**src/rtl/remote_unlock.sv**
```systemverilog
// rtl/remote_unlock.sv - 1-wire remote unlock receiver with code check, saf pulse and wrong-code lockout
module remote_unlock #(
    parameter int BIT_TICKS   = 4,
    parameter int SAF_CYCLES  = 2,
    parameter int LOCK_CYCLES = 64
) (
    input  logic       slow_clk,
    input  logic       drst,
    input  logic       rx,
    input  logic [3:0] remote_code,
    input  logic       close,
    output logic       saf,
    output logic       frame_err,
    output logic       lock,
    output logic [1:0] bad_count
);

    localparam int HALF     = BIT_TICKS / 2;
    localparam int HOLD_MAX = (LOCK_CYCLES > SAF_CYCLES) ? LOCK_CYCLES : SAF_CYCLES;
    localparam int TW       = $clog2(BIT_TICKS);
    localparam int HW       = (HOLD_MAX > 1) ? $clog2(HOLD_MAX) : 1;

    localparam logic [TW-1:0] TICK_HALF = TW'(HALF - 1);
    localparam logic [TW-1:0] TICK_LAST = TW'(BIT_TICKS - 1);
    localparam logic [HW-1:0] HOLD_SAF  = HW'(SAF_CYCLES - 1);
    localparam logic [HW-1:0] HOLD_LOCK = HW'(LOCK_CYCLES - 1);

    typedef enum logic [2:0] {
        IDLE,
        START,
        DATA,
        PARITY,
        STOP,
        CHECK,
        PULSE,
        LOCKED
    } state_t;

    state_t          state;
    state_t          state_next;

    logic [1:0]      sync;
    logic            rx_s;
    logic [TW-1:0]   tick;
    logic [HW-1:0]   hold;
    logic [1:0]      bit_idx;
    logic [3:0]      shreg;
    logic            par_bit;
    logic            stop_bit;
    logic            need_high;

    logic            bit_done;
    logic            frame_bad;
    logic            code_ok;
    logic            frame_err_next;
    logic [1:0]      bad_next;

    assign rx_s      = sync[1];
    assign bit_done  = (tick == TICK_LAST);
    assign frame_bad = (^{shreg, par_bit}) | ~stop_bit;
    assign code_ok   = (shreg == remote_code);

    // Two-flop synchroniser for the asynchronous serial line; idles high.
    always_ff @(posedge slow_clk or posedge drst) begin
        if (drst) begin
            sync <= 2'b11;
        end else begin
            sync <= {sync[0], rx};
        end
    end

    // FSM state register.
    always_ff @(posedge slow_clk or posedge drst) begin
        if (drst) begin
            state <= IDLE;
        end else begin
            state <= state_next;
        end
    end

    // Next-state logic plus the CHECK decisions for frame_err and bad_count.
    always_comb begin
        state_next     = state;
        frame_err_next = 1'b0;
        bad_next       = bad_count;
        case (state)
            IDLE: begin
                if (!rx_s && !need_high) begin
                    state_next = START;
                end
            end
            START: begin
                if (tick == TICK_HALF) begin
                    state_next = rx_s ? IDLE : DATA;
                end
            end
            DATA: begin
                if (bit_done && (bit_idx == 2'd3)) begin
                    state_next = PARITY;
                end
            end
            PARITY: begin
                if (bit_done) begin
                    state_next = STOP;
                end
            end
            STOP: begin
                if (bit_done) begin
                    state_next = CHECK;
                end
            end
            CHECK: begin
                if (frame_bad) begin
                    frame_err_next = 1'b1;
                    state_next     = IDLE;
                end else if (code_ok) begin
                    if (close) begin
                        bad_next   = 2'd0;
                        state_next = PULSE;
                    end else begin
                        state_next = IDLE;
                    end
                end else if (bad_count == 2'd2) begin
                    bad_next   = 2'd0;
                    state_next = LOCKED;
                end else begin
                    bad_next   = bad_count + 2'd1;
                    state_next = IDLE;
                end
            end
            PULSE: begin
                if (hold == HOLD_SAF) begin
                    state_next = IDLE;
                end
            end
            LOCKED: begin
                if (hold == HOLD_LOCK) begin
                    state_next = IDLE;
                end
            end
            default: begin
                state_next = IDLE;
            end
        endcase
    end

    // Bit timing: tick restarts on every state change and at each bit boundary.
    always_ff @(posedge slow_clk or posedge drst) begin
        if (drst) begin
            tick <= '0;
        end else if ((state_next != state) || bit_done) begin
            tick <= '0;
        end else begin
            tick <= tick + 1'b1;
        end
    end

    // Hold counter times the saf pulse and the lockout from the state entry.
    always_ff @(posedge slow_clk or posedge drst) begin
        if (drst) begin
            hold <= '0;
        end else if (state_next != state) begin
            hold <= '0;
        end else begin
            hold <= hold + 1'b1;
        end
    end

    // Deserialiser: data LSB first, then parity and stop captured at mid-bit.
    always_ff @(posedge slow_clk or posedge drst) begin
        if (drst) begin
            bit_idx  <= 2'd0;
            shreg    <= 4'd0;
            par_bit  <= 1'b0;
            stop_bit <= 1'b1;
        end else begin
            if (state != DATA) begin
                bit_idx <= 2'd0;
            end else if (bit_done) begin
                bit_idx <= bit_idx + 2'd1;
            end
            if ((state == DATA) && bit_done) begin
                shreg <= {rx_s, shreg[3:1]};
            end
            if ((state == PARITY) && bit_done) begin
                par_bit <= rx_s;
            end
            if ((state == STOP) && bit_done) begin
                stop_bit <= rx_s;
            end
        end
    end

    // After a lockout the line must be seen high before a new start edge counts.
    always_ff @(posedge slow_clk or posedge drst) begin
        if (drst) begin
            need_high <= 1'b0;
        end else if (state == LOCKED) begin
            need_high <= 1'b1;
        end else if (rx_s) begin
            need_high <= 1'b0;
        end
    end

    // Registered outputs derived from the next state and the CHECK decision.
    always_ff @(posedge slow_clk or posedge drst) begin
        if (drst) begin
            saf       <= 1'b0;
            frame_err <= 1'b0;
            lock      <= 1'b0;
            bad_count <= 2'd0;
        end else begin
            saf       <= (state_next == PULSE);
            frame_err <= frame_err_next;
            lock      <= (state_next == LOCKED);
            bad_count <= bad_next;
        end
    end

endmodule

```
**config.mk**
```make
export PLATFORM = sky130hd
export DESIGN_NAME = remote_unlock
export DESIGN_NICKNAME = d
export VERILOG_FILES = /design/src/rtl/remote_unlock.sv
export SDC_FILE = /design/constraint.sdc
export NUM_CORES = 1
export LEC_CHECK = 0
export ABC_AREA = 1
export CAP_MARGIN = 25
export CORE_MARGIN = 5
export CORE_UTILIZATION = 35
export DETAILED_ROUTE_END_ITERATION = 16
export RECOVER_POWER = 50
export SLEW_MARGIN = 30
export SYNTH_ARGS = -nofsm -noshare
export SYNTH_HDL_FRONTEND = slang
export SYNTH_SLANG_ARGS = --single-unit
```
**constraint.sdc**
```tcl
create_clock -name slow_clk -period 1.8 [get_ports slow_clk]
set_input_delay 0.36 -clock slow_clk [delete_from_list [all_inputs] [get_ports slow_clk]]
set_output_delay 0.36 -clock slow_clk [all_outputs]
set_load 0.05 [all_outputs]
```
# After elaboration in Yosys (flattened, before gate mapping)
# Cells that the tools add are included.
[totals]
regBits = 27
in_bits = 8
out_inout_bits = 5
word_cells = 76
[op_classes]
addsub = 4
n_eq_ne = 19
muxes = 24
n_bitwise = 3
n_reduce_logical = 13
[op_table]
columns = ["operator", "count"]
rows = [
  ["$mux 3", 11],
  ["$pmux 3 s8", 1],
  ["$eq 3x3->1 const B", 6],
  ["$mux 2", 7],
  ["$add 2x1->2 const B", 3],
  ["$add 6x1->6 const B", 1],
  ["$eq 2x2->1 const B", 3],
  ["$eq 3x2->1 const B", 2],
  ["$eq 6x1->1 const B", 1],
  ["$eq 6x6->1 const B", 1],
  ["$mux 6", 1],
  ["$logic_and 1x1->1", 5],
  ["$reduce_xor 5->1", 1],
  ["$eq 4x4->1", 1],
  ["$mux 1", 4],
  ["$reduce_bool 2->1", 2],
  ["$eq 3x1->1 const B", 1],
  ["$logic_not 3->1", 1],
  ["$ne 3x2->1 const B", 1],
  ["$ne 3x3->1", 1],
  ["$reduce_and 3->1", 1],
  ["$eq 2x1->1 const B", 1],
  ["$logic_not 1->1", 2],
  ["$ne 2x2->1 const B", 1],
  ["other kinds (3)", 4],
]

# Logic depth before layout (Yosys ltp)
# Gate-level depths: netlist of run 1.
[depth]
ltp_word = 8
ltp_mapped = 14
mapped_depth_nobuf = 14

# Least setup slack after synthesis of run 1
# Ideal clock, no wire load.
[synth_timing]
kind = "reg-to-reg"
start = "register bad_count[1]"
end = "register hold[0]"
setup_time_ns = 0.070
arrival_ns = 1.495
required_time_ns = 1.730
path_slack_ns = 0.234
path_stages_with_launch = 11
n_path_buf = 0
period_less_slack_ns = 1.566
cell_sequence = "dfrtp_1 inv_1 nor2_1 nand2_1 nor2_1 nand2_1 nand2_2 nand3_1 nand2_2 nand3_4 nor2_2"
[synth_via]
elab_chain_cells = 7
[synth_rtl]
columns = ["item", "line_no", "text"]
rows = [
  ["start, declared", "15", "output logic [1:0] bad_count"],
  ["start signal, assigned", "216", "bad_count <= bad_next;"],
  ["$eq 2x2->1", "123", "end else if (bad_count == 2'd2) begin"],
  ["$mux 3", "123", ""],
  ["$mux 3", "116", "end else if (code_ok) begin"],
  ["$mux 3", "113", "if (frame_bad) begin"],
  ["$pmux 3 s8", "86", "case (state)"],
  ["$ne 3x3->1", "162", "end else if (state_next != state) begin"],
  ["$mux 6", "162", ""],
  ["end signal, assigned", "165", "hold <= hold + 1'b1;"],
  ["end, declared", "45", "logic [HW-1:0] hold;"],
]
# No other way between the ends.
# A chain may end at the register's enable or synchronous reset.

# Worst setup path in the final report of run 1
[layout_timing]
start = "register tick[1]"
end = "register tick[1]"
[layout_via]
elab_chain_cells = 7
word_cells_on_any_way = 12
cone_classes = "add/sub: 1; eq/ne: 3; mux: 6; reduce/logical: 2"
[layout_rtl]
columns = ["item", "line_no", "text"]
rows = [
  ["start, declared", "44", "logic [TW-1:0] tick;"],
  ["start signal, assigned", "154", "tick <= tick + 1'b1;"],
  ["$eq 2x2->1", "59", "assign bit_done = (tick == TICK_LAST);"],
  ["$logic_and 1x1->1", "98", "if (bit_done && (bit_idx == 2'd3)) begin"],
  ["$mux 3", "98", ""],
  ["$pmux 3 s8", "86", ""],
  ["$ne 3x3->1", "151", "end else if ((state_next != state) || bit_done) begin"],
  ["$logic_or 1x1->1", "151", ""],
  ["$mux 2 *", "151", ""],
]
# Mark *: on every way between the ends. The rest lies on a longest branch, timed or not.

==> results of run 1 <==
==> cells by family (layout without fill, tap and decap cells) <==
logic type | after synthesis | after routing | synth area share
AO/OA/AOI/OAI | 21 | 21 | 0.0746
XOR/XNOR | 5 | 5 | 0.0300
adder cells (fa/ha/maj) | 5 | 5 | 0.0428
buffers and inverters | 29 | 57 | 0.0797
flip-flops | 27 | 27 | 0.465
AND/OR/NAND/NOR | 92 | 92 | 0.308
==> cells in the mapped netlist <==
cell	n	area (um2)
xor2_1	2	17.5
nor3_1	1	5.00
buf_6	1	11.3
nor3b_1	1	7.51
dfrtp_1	24	601
xnor2_1	3	26.3
inv_1	23	86.3
nand3_1	12	60.1
ha_1	5	62.6
nand2_2	7	43.8
a21oi_1	4	20.0
nand2_1	39	146
inv_2	5	18.8
nand3_4	1	17.5
nor4_1	1	6.26
nor2_1	13	48.8
nand4_1	5	31.3
o21ai_1	3	15.0
dfstp_2	3	78.8
nor2_2	10	62.6
nand3_2	1	10.0
a31oi_1	1	6.26
o21ai_0	12	60.1
a21boi_1	1	7.51
nor3_2	1	10.0
==> how the worst max path moves through the flow <==
stage / from / end / slack [ns] / depth (start not counted)
global placement: remote_code[2] / hold[1] / -0.21 / 13
floorplan: bad_count[1] / hold[0] / 0.23 / 10
finish: tick[1] / tick[1] / 0.13 / 14
CTS: remote_code[2] / tick[1] / 0.07 / 13
global route: shreg[3] / tick[1] / -0.03 / 14
detailed placement: remote_code[2] / tick[1] / -0.21 / 13
==> cells in the final DEF, fill, tap and decap left out, types with 3 or more instances in the layout <==
cell and instances:
nand2_1 38, inv_1 21, dfrtp_1 21, buf_4 17, o21ai_0 12, nor2_2 12
nor2_1 11, nand3_1 11, nand2_2 8, inv_2 7, nand4_1 5, a21oi_1 4
dlymetal6s2s_1 4, xnor2_1 3, clkbuf_8 3, dfrtp_2 3, dfstp_2 3
==> stage by stage <==
step / power, mW / utilization / instance area [um2] / hold slack, ns
finish: 2.03 / 0.451 / 1820 / 0.360
global placement: 1.62 / 0.422 / 1700 / 0.347
floorplan: 1.39 / - / 1460 / 0.345
global route: 2.20 / 0.451 / 1820 / 0.365
detailed placement: 1.62 / 0.422 / 1700 / 0.348
CTS: 1.98 / 0.434 / 1750 / 0.361
==> flip-flops by register name, indices dropped and copies added, names as in the netlist <==
name       flops
hold           6
shreg          4
state          3
bad_count      2
bit_idx        2
sync           2
tick           2
frame_err      1
lock           1
need_high      1
par_bit        1
saf            1
stop_bit       1
==> power by group through the flow <==
stage	registers, mW	clock network, mW	logic (mW)
final	0.804	0.350	0.880
after global routing	0.820	0.392	0.984
after CTS	0.788	0.365	0.828
after detailed placement	0.800	0	0.825
after global placement	0.799	0	0.818
after floorplan	0.788	0	0.602
==> layout make-up <==
type / count / area [um2] / share of cell area
multi-input combinational: 123 / 704 / 0.388
sequential: 27 / 683 / 0.376
timing repair buffer: 25 / 213 / 0.117
inverter: 28 / 105 / 0.0579
tap: 50 / 62.6 / 0.0344
clock buffer: 3 / 41.3 / 0.0227
clock inverter: 1 / 7.51 / 0.00413
==> routing by layer <==
| layer | wire [um] | share of wire | vias up |
|---|---|---|---|
| met3 | 94 | 0.034 | 5 |
| li1 | - | - | 624 |
| met5 | 0 | 0 | - |
| met2 | 1320 | 0.48 | 15 |
| met1 | 1310 | 0.47 | 527 |
| met4 | 45 | 0.016 | 0 |
==> worst reg2reg max path: cells and delay by family, from the launching register on <==
kind	cells	cell delay, ns
adders and majority gates	1	0.16
buffers and inverters	2	0.11
DFF	1	0.42
and+or+nand+nor	11	0.91
==> what timing repair did <==
| action | in CTS | in global routing |
|---|---|---|
| endpoints found under the setup margin | 0 | 8 |
| buffers inserted | 0 | 2 |
| hold endpoints to repair | 0 | 0 |
| gates resized for setup | 0 | 19 |
==> metrics.csv, run 1 <==
metric;value;unit
ys_seq_area_frac;0.465;
grt_pass1_wl;4.55;mm
pre_cts_slack;-0.210;ns
drc;0;
vias;1171;
die_x;74.6;um
r2r-end;tick[1];
antenna_left;0;
hold_depth;0;
setup_slack;0.132;ns
worstPathCellList;inv_1, ha_2, inv_1, nand4_1, nand2_1, nor2_1, nand2_1, nor2_2, nand2_2, nand2_2, nand2_2, nand2_2, nand4_1, nor2_1;
postSynthCellCount;179;
reg2reg_slack;0.13;ns
slowest_delay;0.42;ns
finalCritPeriodShare;0.927;
swShare;0.399;
cp-start-kind;flop;
met1_usage;0.146;
p_sw;0.812;mW
root_buffer;clkbuf_8;
io_buffers;12;
clockPowerShare;0.172;
core_area;4030;um2
hpwl;2.04;mm
path_delay_family;simple AND/OR/NAND/NOR gates;
grt_max_degree;28;
worst-path-buf-inv;2;
fin_crit;1.67;ns
overflow;0;
layoutNonFillerInstCount;257;
via_per_inst;4.56;
hold-path-endpoint;sync[1];
slew_headroom;0.565;
antenna_cells;0;
setup_tns;0;ns
syn_to_final_growth;24.4;%
cts.sinks;27;
wl_per_cell;10.8;um
yosysUniqueCellTypes;25;
drt_iter0_drc;31;
drv_slew;0;
ios;13;
gp_congestion;0.788;
grt_busiest_layer;met2;
yosysWarnings;0;
grt_pass1_vias;1050;
worstPathRequired;2.01;ns
seqPwrFrac;0.395;
drive_gt1_frac;0.304;
grt_util_met2;0.171;
syn_nets;192;
clock.fmax;599;MHz
status;finished clean;
wl;2.77;mm
hold_buffers;0;
htreeDepth;1;
r2r-start;tick[1];
synth_area;1460;um2
setup_viol;0;
leakage;0.887;nW
hold_viol;0;
clock_skew;0.00812;ns
die_h;74.6;um
cp.arrival;1.88;ns
cpMostUsedCell;nand2_2;
antenna_found_initial;0;
final.fill_count;399;
rows;23;
worstSkewPairLatency;0.28;ns
ys_ff_latch;27;
worstSetupPathType;flop to flop;
min-delay-start;sync[0];
crit_slowest_cell;dfrtp_1;
cts_tree;yes;
maxCapViolCount;0;
hold_path.class;flop to flop;
initial_core_util;0.362;
combPwrFrac;0.433;
grt_usage;0.107;
clock_path_buffers;2;
rr_worst_depth;14;
clk_pin_slew;0.10;ns
end_kind;flop;
die_area;5560;um2
p_int;1.22;mW
cp_max_fo;3;
avgSynthCellArea;8.16;um2
grt_setup_unrepaired;true;
p_per_area;1120;nW/um2
worstMarginPinSlew;0.652;ns
nets;221;
met3_usage;0.0162;
numCtsBuffers;3;
vdd.ir_drop.worst;0.000603;V
dp.cells;251;
drtPass1Iterations;4;
(Power assumes the default switching activity.)
==> run 2: changes to the inputs <==
--- a/config.mk
+++ b/config.mk
@@ -7,11 +7,10 @@
 export LEC_CHECK = 0
 export ABC_AREA = 1
 export CAP_MARGIN = 25
-export CORE_MARGIN = 5
 export CORE_UTILIZATION = 35
 export DETAILED_ROUTE_END_ITERATION = 16
 export RECOVER_POWER = 50
-export SLEW_MARGIN = 30
+export SLEW_MARGIN = 25
 export SYNTH_ARGS = -nofsm -noshare
 export SYNTH_HDL_FRONTEND = slang
 export SYNTH_SLANG_ARGS = --single-unit
==> run 2 against run 1 <==
  * Core utilization up 0.26 points
  * Power is 0.97% lower
  * Register-to-register slack better by 0.03 ns
  * Clock power hardly changed
  * Critical path depth decreased by 2
  * Worst hold slack improved by 0.00071 ns
  * Non-clock buffer count rose by 1
  * Critical endpoint is now hold[4]
  * Highest routed layer unchanged
==> metrics.csv, run 2 (synthesized netlist as in run 1, its figures left out) <==
metric;value;unit;change
status;finished clean;;unchanged
clk_pin_slew;0.09;ns;was 0.10 ns
worstMarginPinSlew;0.683;ns;was 0.652 ns
worstSetupPathType;primary input to flop;;was flop to flop
setup_slack;0.126;ns;was 0.132 ns
path_delay_family;simple AND/OR/NAND/NOR gates;;unchanged
hold_path.class;flop to flop;;unchanged
layout_commonest_cell;nand2_1;;unchanged
drtPass1Iterations;4;;unchanged
wl_per_cell;10.2;um;was 10.8 um
placed_cell_area;1700;um2;unchanged
worstSkewPairLatency;0.28;ns;about the same
clock_skew;0.00744;ns;was 0.00812 ns
core_area;4000;um2;was 4030 um2
vdd.ir_drop.worst;0.000665;V;was 0.000603 V
grt_pass1_vias;1083;;was 1050
cts.sinks;27;;unchanged
whs;0.360;ns;about the same
slew_headroom;0.545;;was 0.565
final.fill_count;403;;was 399
initial_core_util;0.365;;was 0.362
drc;0;;unchanged
nets;222;;was 221
overflow;0;;unchanged
grt_usage;0.134;;was 0.107
worstPathCellList;clkdlybuf4s50_1, inv_1, nand2_1, nand2_1, nor2_2, nand3_1, nand2_1, inv_1, nand3_2, nand4_1, nand3_4, nor2_2;;was inv_1, ha_2, inv_1, nand4_1, nand2_1, nor2_1, nand2_1, nor2_2, nand2_2, nand2_2, nand2_2, nand2_2, nand4_1, nor2_1
setup_viol;0;;unchanged
hpwl;1.93;mm;was 2.04 mm
drive_gt1_frac;0.303;;was 0.304
grt_max_degree;28;;unchanged
pre_cts_slack;-0.219;ns;was -0.210 ns
leakage;0.876;nW;was 0.887 nW
met3_usage;0.0411;;was 0.0162
grt_util_met2;0.208;;was 0.171
crit_slowest_cell;clkdlybuf4s50_1;;was dfrtp_1
htreeDepth;1;;unchanged
slowest_delay;0.48;ns;was 0.42 ns
power;2.01;mW;was 2.03 mW
clock_path_buffers;2;;unchanged
hold_buffers;0;;unchanged
end_kind;flop;;unchanged
worst-path-buf-inv;3;;was 2
p_per_area;1110;nW/um2;was 1120 nW/um2
regMostFlops;hold;;unchanged
vias;1191;;was 1171
grt_busiest_layer;met2;;unchanged
grt_pass1_wl;4.49;mm;was 4.55 mm
numCtsBuffers;3;;unchanged
root_buffer;clkbuf_8;;unchanged
antenna_cells;0;;unchanged
cp-start-kind;primary input;;was flop
drv_slew;0;;unchanged
rows;23;;unchanged
syn_to_final_growth;24.3;%;was 24.4%
cp.arrival;1.84;ns;was 1.88 ns
met1_usage;0.177;;was 0.146
worstPathRequired;1.97;ns;was 2.01 ns
final_area;1810;um2;was 1820 um2
fin_crit;1.67;ns;about the same
via_per_inst;4.62;;was 4.56
die_x;66.6;um;was 74.6 um
maxCapViolCount;0;;unchanged
die_area;4430;um2;was 5560 um2
wl;2.62;mm;was 2.77 mm
hold_viol;0;;unchanged
largest_reg_flops;6;;unchanged
cp_max_fo;6;;was 3
cpMostUsedCell;nand2_1;;was nand2_2
drt_iter0_drc;52;;was 31
clock.fmax;597;MHz;was 599 MHz
gp_congestion;0.813;;was 0.788
final_cell_mix;nand2_1 (38), inv_1 (22), dfrtp_1 (22), buf_4 (18), nor2_2 (12);;was nand2_1 (38), inv_1 (21), dfrtp_1 (21), buf_4 (17)
ios;13;;unchanged
reg_top3;hold: 6 flops, shreg: 4 flops, state: 3 flops;;unchanged
io_buffers;12;;unchanged
setup_tns;0;ns;unchanged
cts_tree;yes;;unchanged
antenna_found_initial;0;;unchanged
antenna_left;0;;unchanged
grt_setup_unrepaired;true;;unchanged
die_h;66.6;um;was 74.6 um
finalCritPeriodShare;0.930;;was 0.927
run 2: worst reg2reg max path, stage by stage, from the launching register on:
cell,delay (ns)
dfrtp_1,0.38
ha_2,0.22
inv_1,0.06
nand2_1,0.07
o21ai_0,0.08
a31oi_1,0.26
nand4_1,0.23
nand3_4,0.20
nor2_2,0.04
run 2: area by class of cell:
cell class | count | area [um2] | share of cell area
clock buffers | 3 | 41.3 | 0.0228
repair buffers | 26 | 213 | 0.117
inverters | 28 | 105 | 0.0579
clock inverters | 1 | 5.00 | 0.00276
well taps | 50 | 62.6 | 0.0345
flip-flops and latches | 27 | 682 | 0.376
multi-input cells | 123 | 706 | 0.389
run 2: path summary, 6_finish.rpt:
check	from	endpoint	slack (ns)	cells past startpoint
max	remote_code[2]	hold[4]	0.13	12
min	sync[0]	sync[1]	0.36	0
max reg2reg	tick[0]	hold[4]	0.16	8
min reg2reg	sync[0]	sync[1]	0.36	0
max in group asynchronous	drst	state[2]	0.62	3
min in group asynchronous	drst	lock	0.70	3
run 2: through the flow:
| stage | instances | utilization |
|---|---|---|
| 2_1_floorplan | 179 | - |
| 3_3_place_gp | 251 | 0.425 |
| 3_5_place_dp | 251 | 0.425 |
| 4_1_cts | 255 | 0.437 |
| 5_1_grt | 258 | 0.454 |
| 6_report | 258 | 0.454 |
run 2: timing repair:
item,4_1_cts,5_1_grt
resized for setup,0,16
buffers inserted,0,3
setup endpoints to repair,0,8
hold endpoints to repair,0,0
run 2: per-layer routing:
| layer | up-vias | share of wire | routed length, um |
|---|---|---|---|
| met5 | - | 0 | 0 |
| met4 | 0 | 0.011 | 29 |
| met3 | 4 | 0.042 | 109 |
| met2 | 21 | 0.45 | 1190 |
| met1 | 541 | 0.49 | 1290 |
| li1 | 625 | - | - |
run 2: report_power, final:
| group | switching, mW | internal (mW) |
|---|---|---|
| clock network | 0.192 | 0.155 |
| registers | 0.0916 | 0.700 |
| logic | 0.516 | 0.359 |
